[src/rtl/bcd_count_scan.sv]
// Four-digit BCD up/down counter with a time-multiplexed digit scanner.
// Each scan slot drives one BCD nibble and an active-low one-hot anode.
module bcd_count_scan #(
  parameter int CNT_DIV  = 50000000,
  parameter int SCAN_DIV = 50000
) (
  input  logic        clk,
  input  logic        rst_n,
  input  logic        en,
  input  logic        up_dn,
  input  logic        clr,
  input  logic        load,
  input  logic [15:0] load_val,
  input  logic        blank_lz,
  output logic [15:0] count_val,
  output logic [3:0]  bcd_out,
  output logic [3:0]  dig_an,
  output logic        wrap,
  output logic        load_err
);

  localparam int TW = (CNT_DIV  > 1) ? $clog2(CNT_DIV)  : 1;
  localparam int SW = (SCAN_DIV > 1) ? $clog2(SCAN_DIV) : 1;

  logic [TW-1:0] r_tick_cnt;
  logic [SW-1:0] r_scan_cnt;
  logic [1:0]    r_scan_idx;
  logic [15:0]   r_count;
  logic [3:0]    r_bcd_out;
  logic [3:0]    r_dig_an;
  logic          r_wrap;
  logic          r_load_err;

  logic          w_tick;
  logic          w_scan_last;
  logic [16:0]   w_step;
  logic [15:0]   w_load_fix;
  logic          w_load_bad;
  logic [3:0]    w_hi_zero;
  logic          w_blank;
  logic [3:0]    w_digit;

  // Ripple carry/borrow across digits; bit 16 is the carry-out that marks a wrap.
  function automatic logic [16:0] bcd_step(input logic [15:0] v, input logic up);
    logic [15:0] res;
    logic        c;
    res = v;
    c   = 1'b1;
    for (int d = 0; d < 4; d++) begin
      if (c) begin
        if (up) begin
          if (v[4*d +: 4] == 4'd9) res[4*d +: 4] = 4'd0;
          else begin res[4*d +: 4] = v[4*d +: 4] + 4'd1; c = 1'b0; end
        end else begin
          if (v[4*d +: 4] == 4'd0) res[4*d +: 4] = 4'd9;
          else begin res[4*d +: 4] = v[4*d +: 4] - 4'd1; c = 1'b0; end
        end
      end
    end
    return {c, res};
  endfunction

  assign w_tick      = en && (r_tick_cnt == TW'(CNT_DIV - 1));
  assign w_scan_last = (r_scan_cnt == SW'(SCAN_DIV - 1));
  assign w_step      = bcd_step(r_count, up_dn);

  // NOTE: every variable written in always_comb gets a default first, so no path can infer a latch.
  always_comb begin
    w_load_fix = '0;
    w_load_bad = 1'b0;
    for (int d = 0; d < 4; d++) begin
      if (load_val[4*d +: 4] > 4'd9) w_load_bad = 1'b1;
      else                           w_load_fix[4*d +: 4] = load_val[4*d +: 4];
    end
  end

  assign w_hi_zero[3] = (r_count[15:12] == 4'd0);
  assign w_hi_zero[2] = w_hi_zero[3] && (r_count[11:8] == 4'd0);
  assign w_hi_zero[1] = w_hi_zero[2] && (r_count[7:4]  == 4'd0);
  assign w_hi_zero[0] = 1'b0;
  assign w_blank      = blank_lz && w_hi_zero[r_scan_idx];
  assign w_digit      = r_count[{r_scan_idx, 2'b00} +: 4];

  // NOTE: sequential state uses non-blocking assignments so all registers update from pre-edge values.
  always_ff @(posedge clk or negedge rst_n) begin
    if (!rst_n) begin
      r_tick_cnt <= '0;
      r_count    <= '0;
      r_wrap     <= 1'b0;
      r_load_err <= 1'b0;
    end else begin
      r_wrap     <= 1'b0;
      r_load_err <= 1'b0;
      if (clr) begin
        r_count    <= '0;
        r_tick_cnt <= '0;
      end else if (load) begin
        r_count    <= w_load_fix;
        r_load_err <= w_load_bad;
        r_tick_cnt <= '0;
      end else begin
        if (en) r_tick_cnt <= w_tick ? '0 : r_tick_cnt + 1'b1;
        if (w_tick) begin
          r_count <= w_step[15:0];
          r_wrap  <= w_step[16];
        end
      end
    end
  end

  // Scanner free-runs regardless of en/clr/load; display regs follow the live count.
  always_ff @(posedge clk or negedge rst_n) begin
    if (!rst_n) begin
      r_scan_cnt <= '0;
      r_scan_idx <= 2'd0;
      r_bcd_out  <= 4'd0;
      r_dig_an   <= 4'b1110;
    end else begin
      r_scan_cnt <= w_scan_last ? '0 : r_scan_cnt + 1'b1;
      if (w_scan_last) r_scan_idx <= r_scan_idx + 2'd1;
      r_bcd_out  <= w_blank ? 4'd0    : w_digit;
      r_dig_an   <= w_blank ? 4'b1111 : ~(4'b0001 << r_scan_idx);
    end
  end

  assign count_val = r_count;
  assign bcd_out   = r_bcd_out;
  assign dig_an    = r_dig_an;
  assign wrap      = r_wrap;
  assign load_err  = r_load_err;

endmodule

[config.mk]
export PLATFORM = sky130hd
export DESIGN_NAME = bcd_count_scan
export DESIGN_NICKNAME = d
export VERILOG_FILES = /design/src/rtl/bcd_count_scan.sv
export SDC_FILE = /design/constraint.sdc
export NUM_CORES = 1
export LEC_CHECK = 0
export BUFFER_PORTS_ARGS = -buffer_cell sky130_fd_sc_hd__clkbuf_2
export CAP_MARGIN = 25
export CORE_AREA = 4 4 106 108
export CTS_CLUSTER_DIAMETER = 60
export CTS_CLUSTER_SIZE = 14
export DETAILED_ROUTE_END_ITERATION = 7
export DIE_AREA = 0 0 110 112
export GPL_TIMING_DRIVEN = 0
export SLEW_MARGIN = 25
export SYNTH_ARGS = -nofsm -noshare
export SYNTH_HDL_FRONTEND = slang
export SYNTH_SLANG_ARGS = --single-unit
export TNS_END_PERCENT = 50
[constraint.sdc]
create_clock -name clk -period 3.9 [get_ports clk]
set_clock_uncertainty 0.15 [all_clocks]
set_input_delay 0.975 -clock clk [delete_from_list [all_inputs] [get_ports clk]]
set_output_delay 0.975 -clock clk [all_outputs]
set_load 0.01 [all_outputs]
# Word level (Yosys, flattened, before mapping)
# Index checks and enable logic that the tools add are counted.
# op_classes
addsub,11
n_reduce_logical,16
mux,55
order_cmp,5
n_bitwise,1
shift,2
n_eq_ne,6
# ops
cell,n
26-bit two-way mux,4
4-bit two-way mux,21
16-bit two-way mux,4
26-bit by 1-bit adder with 26-bit output (second input constant),1
26-bit equality test (second input constant),1
1-bit two-way mux,25
16-bit by 1-bit adder with 16-bit output (second input constant),1
4-bit by 1-bit adder with 4-bit output (second input constant),4
16-bit equality test (second input constant),1
4-bit equality test (second input constant),4
4-bit > comparator (second input constant),4
4-bit zero test,4
16-bit by 5-bit variable part select with 4-bit output,1
4-bit by 1-bit subtractor with 4-bit output (second input constant),4
3-bit nonzero test,5
2-bit AND reduction,3
1-bit logical AND,4
4-bit NOT,1
1-bit by 2-bit << shifter with 4-bit output (first input constant),1
2-bit by 3-bit less-than comparator with 1-bit output (second input constant),1
2-bit by 1-bit adder with 2-bit output (second input constant),1
1-bit binary-select mux with 2-bit select,1
# word_totals
out_inout_bits,26
input_bits,23
reg_bits,70
wordCells,107

# Depth between registers and ports, before layout
# depth
depth_word,9
depth_mapped,8
depth_no_buf,7

# Worst setup path after synthesis
# Ideal clock, no wire load.
# synth_path
path_type,input to register
from,input up_dn
to,"register r_count[12], in the netlist count_val[12]"
setup_ns,0.125
path_buffers,0
required_time_ns,3.625
path_slack_ns,1.236
t_arrival_ns,2.389
cell_stages,5
cell_sequence,or3b_1 -> a21oi_1 -> nand3_2 -> o21ai_2 -> mux2_2
# synth_via
elab_chain_cells,5
elab_cells_between_ends,12
cone_classes,10 x mux; 2 x reduce/logical
# synth_rtl
item,line_no,source
"start, declared",10,"input logic up_dn,"
1-bit two-way mux or 4-bit two-way mux (tied branches),51,if (up) begin
1-bit two-way mux or 4-bit two-way mux (tied branches),50,if (c) begin
1-bit two-way mux or 16-bit two-way mux (tied branches),"50, 103",
3-bit nonzero test (no source line) or 16-bit two-way mux (tied branches),--,
2-bit AND reduction (no source line) or 16-bit two-way mux (tied branches),--,
"end signal, assigned",98,r_count <= w_load_fix;
"end signal, assigned",104,r_count <= w_step[15:0];
"end, declared",28,logic [15:0] r_count;
# Parallel ways exist; a longest one is shown, timed or not. The select of a mux whose other input is x is not followed.
# A chain may end at the register's enable or synchronous reset.

# Worst setup path in the final report
# layout_path
from,"register r_count[0], in the netlist count_val[0]"
to,"register r_count[15], in the netlist count_val[15]"
# layout_via
elab_chain_cells,7
elab_cells_between_ends,9
cone_classes,1 x eq/ne; 5 x mux; 3 x reduce/logical
# layout_rtl
item,line_no
4-bit equality test or 4-bit zero test (tied branches),"52, 55"
"1-bit two-way mux, on equally long branches","52, 55"
1-bit two-way mux (*),51
1-bit two-way mux (*) (2 in series),50
3-bit nonzero test (no source line) (*),--
2-bit AND reduction (no source line) (*),--
# Mark *: on every way between the ends. The rest lies on a longest branch, timed or not.

==> flow_summary.rst <==
.. list-table::
   :header-rows: 1

   * - Metric
     - Value
   * - Number of standard-cell rows in the floorplan
     - 37
   * - Endpoint, Worst Hold
     - r_scan_cnt[0]
   * - Relative max-transition margin
     - 39.6%
   * - Area of the die
     - 0.0123 mm2
   * - DR pass1 iterations
     - 5
   * - Category of the critical setup timing path
     - flip-flop to flip-flop
   * - Pre-CTS setup slack
     - 0.557 ns
   * - Asr flop ratio synth
     - 100%
   * - Clock transition at the register clock pins on the worst setup and hold paths after CTS
     - 0.08 ns
   * - Hold Path Origin
     - r_scan_cnt[0]
   * - Syn nets
     - 546
   * - Result of the run
     - complete, no violations
   * - Time the worst path needs with I/O delays and setup
     - 2.89 ns
   * - Top delay family on crit path
     - compound AO/OA/AOI/OAI gates
   * - CP Buf/Inv Count
     - 1
   * - Leakage
     - 2.19 nW
   * - Critical register-to-register path endpoint
     - count_val[15]
   * - Syn-to-layout area delta
     - 13.8%
   * - Root Driver
     - sky130_fd_sc_hd__clkbuf_8
   * - Std-Cell Core Area
     - 0.0102 mm2
   * - Register-to-Register Setup Slack
     - 1.01 ns
   * - Max-capacitance violation count
     - 0
   * - Initial core utilization
     - 44.4%
   * - Pwr dens
     - 316 mW/mm2
   * - Sequential cell area in the final layout
     - 0.00176 mm2
   * - Total stage count of the critical path
     - 7
   * - Largest fanout of any net on the critical path
     - 9
   * - Share of post-route cells with drive strength above 1
     - 16.4%
   * - Critical Path Source
     - count_val[0]
   * - Clock buffers created by TritonCTS
     - 9
   * - Final-report setup violation count
     - 0
   * - Commonest non-fill, non-tap cells in the layout
     - sky130_fd_sc_hd__dfrtp_1 (67), sky130_fd_sc_hd__nor2_1 (56), sky130_fd_sc_hd__clkbuf_2 (46), sky130_fd_sc_hd__nand3_1 (37), sky130_fd_sc_hd__nand2_1 (35)
   * - Post-route clock period utilization
     - 74.1%
   * - Number of synthesized register bits
     - 70
   * - Critical Path Start Type
     - flip-flop
   * - Hold depth
     - 1
   * - Max-slew violation total from the final report
     - 0
   * - Most used flip-flop cell after synthesis
     - sky130_fd_sc_hd__dfrtp_1
   * - Origin of the critical flop-to-flop path
     - count_val[0]
   * - Crit path largest cell delay
     - 0.52 ns
   * - Setup crit end kind
     - flip-flop
   * - Starting DRC count in detailed routing
     - 270
   * - Initial antenna violation count
     - 0
   * - Clock latency on the worst-skew pair
     - 0.37 ns
   * - Avg Synthesized Cell Area
     - 9.01 um2
   * - Largest vdd supply drop
     - 0.189 mV
   * - Setup repair after global routing missed its margin
     - no
   * - CTS tree
     - yes
   * - H-tree depth reported by CTS
     - 3
   * - Max Freq
     - 346 MHz
   * - Vias/cell
     - 5.72
   * - Count of flip-flops with a built-in enable after synthesis
     - 0
   * - Required time at the endpoint of the critical path
     - 4.01 ns
   * - Final hold slack
     - 0.343 ns
   * - Seq/Total Area, Yosys
     - 38.7%
   * - Path class of the lowest-slack min-delay path
     - flip-flop to flip-flop
   * - Non-filler instance count after layout
     - 704
   * - Cell with the largest stage delay on the worst path
     - sky130_fd_sc_hd__dfrtp_1
   * - Placer Congestion
     - 0.886
   * - Deepest clock path buffer count
     - 2
   * - Global-route congestion overflow total
     - 0
   * - Post-detailed-route count of antenna-violating nets
     - 0
   * - Total area of multi-input combinational cells
     - 0.00262 mm2
   * - R2r worst-path depth
     - 7
   * - Worst Max-Slew Pin Slew
     - 0.895 ns
   * - Post-Synthesis Cells
     - 504
   * - Global-route wire length before repair
     - 19500 um
   * - Post-synthesis instance area
     - 0.00454 mm2
   * - DR DRC count
     - 0
   * - Critical path cell sequence
     - inv_1 -> ha_1 -> or3b_1 -> a21oi_1 -> nand3_2 -> o21ai_2 -> mux2_2
   * - Cells resized by post-CTS repair
     - 0
   * - Total instance count after detailed placement
     - 688
   * - Fill cells
     - 1000
   * - IO Port Bufs
     - 47
   * - Final HPWL DP
     - 8720 um
   * - Leading cell type in the layout, fill and taps excluded
     - sky130_fd_sc_hd__dfrtp_1
   * - Vias
     - 4029
   * - Min setup slack post-route
     - 1.01 ns
   * - Overall global routing resource usage
     - 20.1%
   * - # IOs
     - 49
   * - Sum of negative setup slack
     - 0 ns
   * - Largest net degree at the start of global routing
     - 43
   * - Number of setup buffers added after CTS
     - 0
   * - CTS Sinks
     - 70
   * - Die W
     - 110 um
   * - # nets final
     - 605
   * - Count of hold-fix buffers inserted at cts
     - 0
   * - Overall die height
     - 112 um
   * - Final Routed Wirelength
     - 11700 um
   * - Distinct cells, synth
     - 71
   * - Number of endpoints with negative hold slack in the final report
     - 0
   * - Count of antenna diodes in the layout
     - 0
   * - Routed WL per cell
     - 16.7 um
   * - WP data arrival
     - 3.00 ns
   * - Via count of the first global-routing pass
     - 3859
   * - Synth Warn #
     - 0
sequential cells by signal, summed over array words and instances (netlist names):
signal and flops:
bcd_out 4, r_scan_cnt 16, r_scan_idx 2, count_val 16, r_tick_cnt 26, wrap 1
load_err 1, dig_an 4
worst max-delay path by stage:
stage	to	slack [ns]
after detailed placement	r_tick_cnt[25]	0.56
after floorplan	count_val[12]	1.24
final	count_val[15]	1.01
after global placement	r_tick_cnt[25]	0.64
after global routing	r_tick_cnt[25]	0.80
after CTS	r_tick_cnt[25]	0.94
cell usage after synthesis (5+ instances only):
master,n,share of area (%)
sky130_fd_sc_hd__nor4_1,7,0.96
sky130_fd_sc_hd__ha_1,19,5.2
sky130_fd_sc_hd__nand2b_1,9,1.2
sky130_fd_sc_hd__or4_1,5,0.83
sky130_fd_sc_hd__mux2i_1,9,2.0
sky130_fd_sc_hd__nand4_1,7,0.96
sky130_fd_sc_hd__nor4b_1,5,0.96
sky130_fd_sc_hd__nand3_1,37,4.1
sky130_fd_sc_hd__nor2b_1,7,0.96
sky130_fd_sc_hd__clkbuf_1,19,1.6
sky130_fd_sc_hd__nor3_1,17,1.9
sky130_fd_sc_hd__a31oi_1,6,0.83
sky130_fd_sc_hd__o21ai_0,19,2.1
sky130_fd_sc_hd__a21oi_1,29,3.2
sky130_fd_sc_hd__xnor2_1,15,2.9
sky130_fd_sc_hd__nor2_1,56,4.6
sky130_fd_sc_hd__inv_1,20,1.7
sky130_fd_sc_hd__nor3b_1,6,0.99
sky130_fd_sc_hd__and3_1,9,1.2
sky130_fd_sc_hd__xor2_1,18,3.5
sky130_fd_sc_hd__dfrtp_1,67,37
sky130_fd_sc_hd__nand2_1,35,2.9
layer usage:
layer	vias to the layer above	GRT usage, %	share of wire [%]
met5	-	0	0
li1	1951	-	-
met2	133	31.3	47
met3	19	3.36	6.0
met4	0	8.48	2.3
met1	1926	27.4	44
logic make-up (layout without fill, tap and decap cells):
logic type               Yosys count  after routing  synth area share [%]
flip-flops                        70             70                  38.7
AO/OA/AOI/OAI                     98             98                  14.6
AND/OR/NAND/NOR                  223            223                  26.2
multiplexers                      18             18                  5.21
XOR/XNOR                          33             33                  6.36
adder cells (fa/ha/maj)           19             19                  5.23
buffers and inverters             43            107                  3.75
stage by stage:
step	utilization, %	cell area (um2)	total power, mW
2_1_floorplan	-	4540	0.936
3_3_place_gp	48.4	4950	1.03
3_5_place_dp	48.6	4970	1.04
4_1_cts	50.5	5170	1.65
5_1_grt	50.5	5170	1.71
6_report	50.5	5170	1.63
cell type report:
class / count / share of cell area (%)
buffer: 22 / 1.77
clock buffer: 9 / 2.40
clock inverter: 7 / 1.43
inverter: 21 / 1.53
multi-input combinational: 391 / 50.6
sequential: 70 / 34.0
tap: 136 / 3.29
timing repair buffer: 48 / 4.99
power breakdown:
| group | switching, mW | internal (mW) | total, mW | leakage [nW] |
|---|---|---|---|---|
| Combinational | 0.153 | 0.0986 | 0.251 | 1.17 |
| Sequential | 0.0302 | 0.743 | 0.773 | 0.935 |
| Clock | 0.311 | 0.296 | 0.607 | 0.0879 |
| Total | 0.494 | 1.14 | 1.63 | 2.19 |
(Power assumes the default switching activity.)
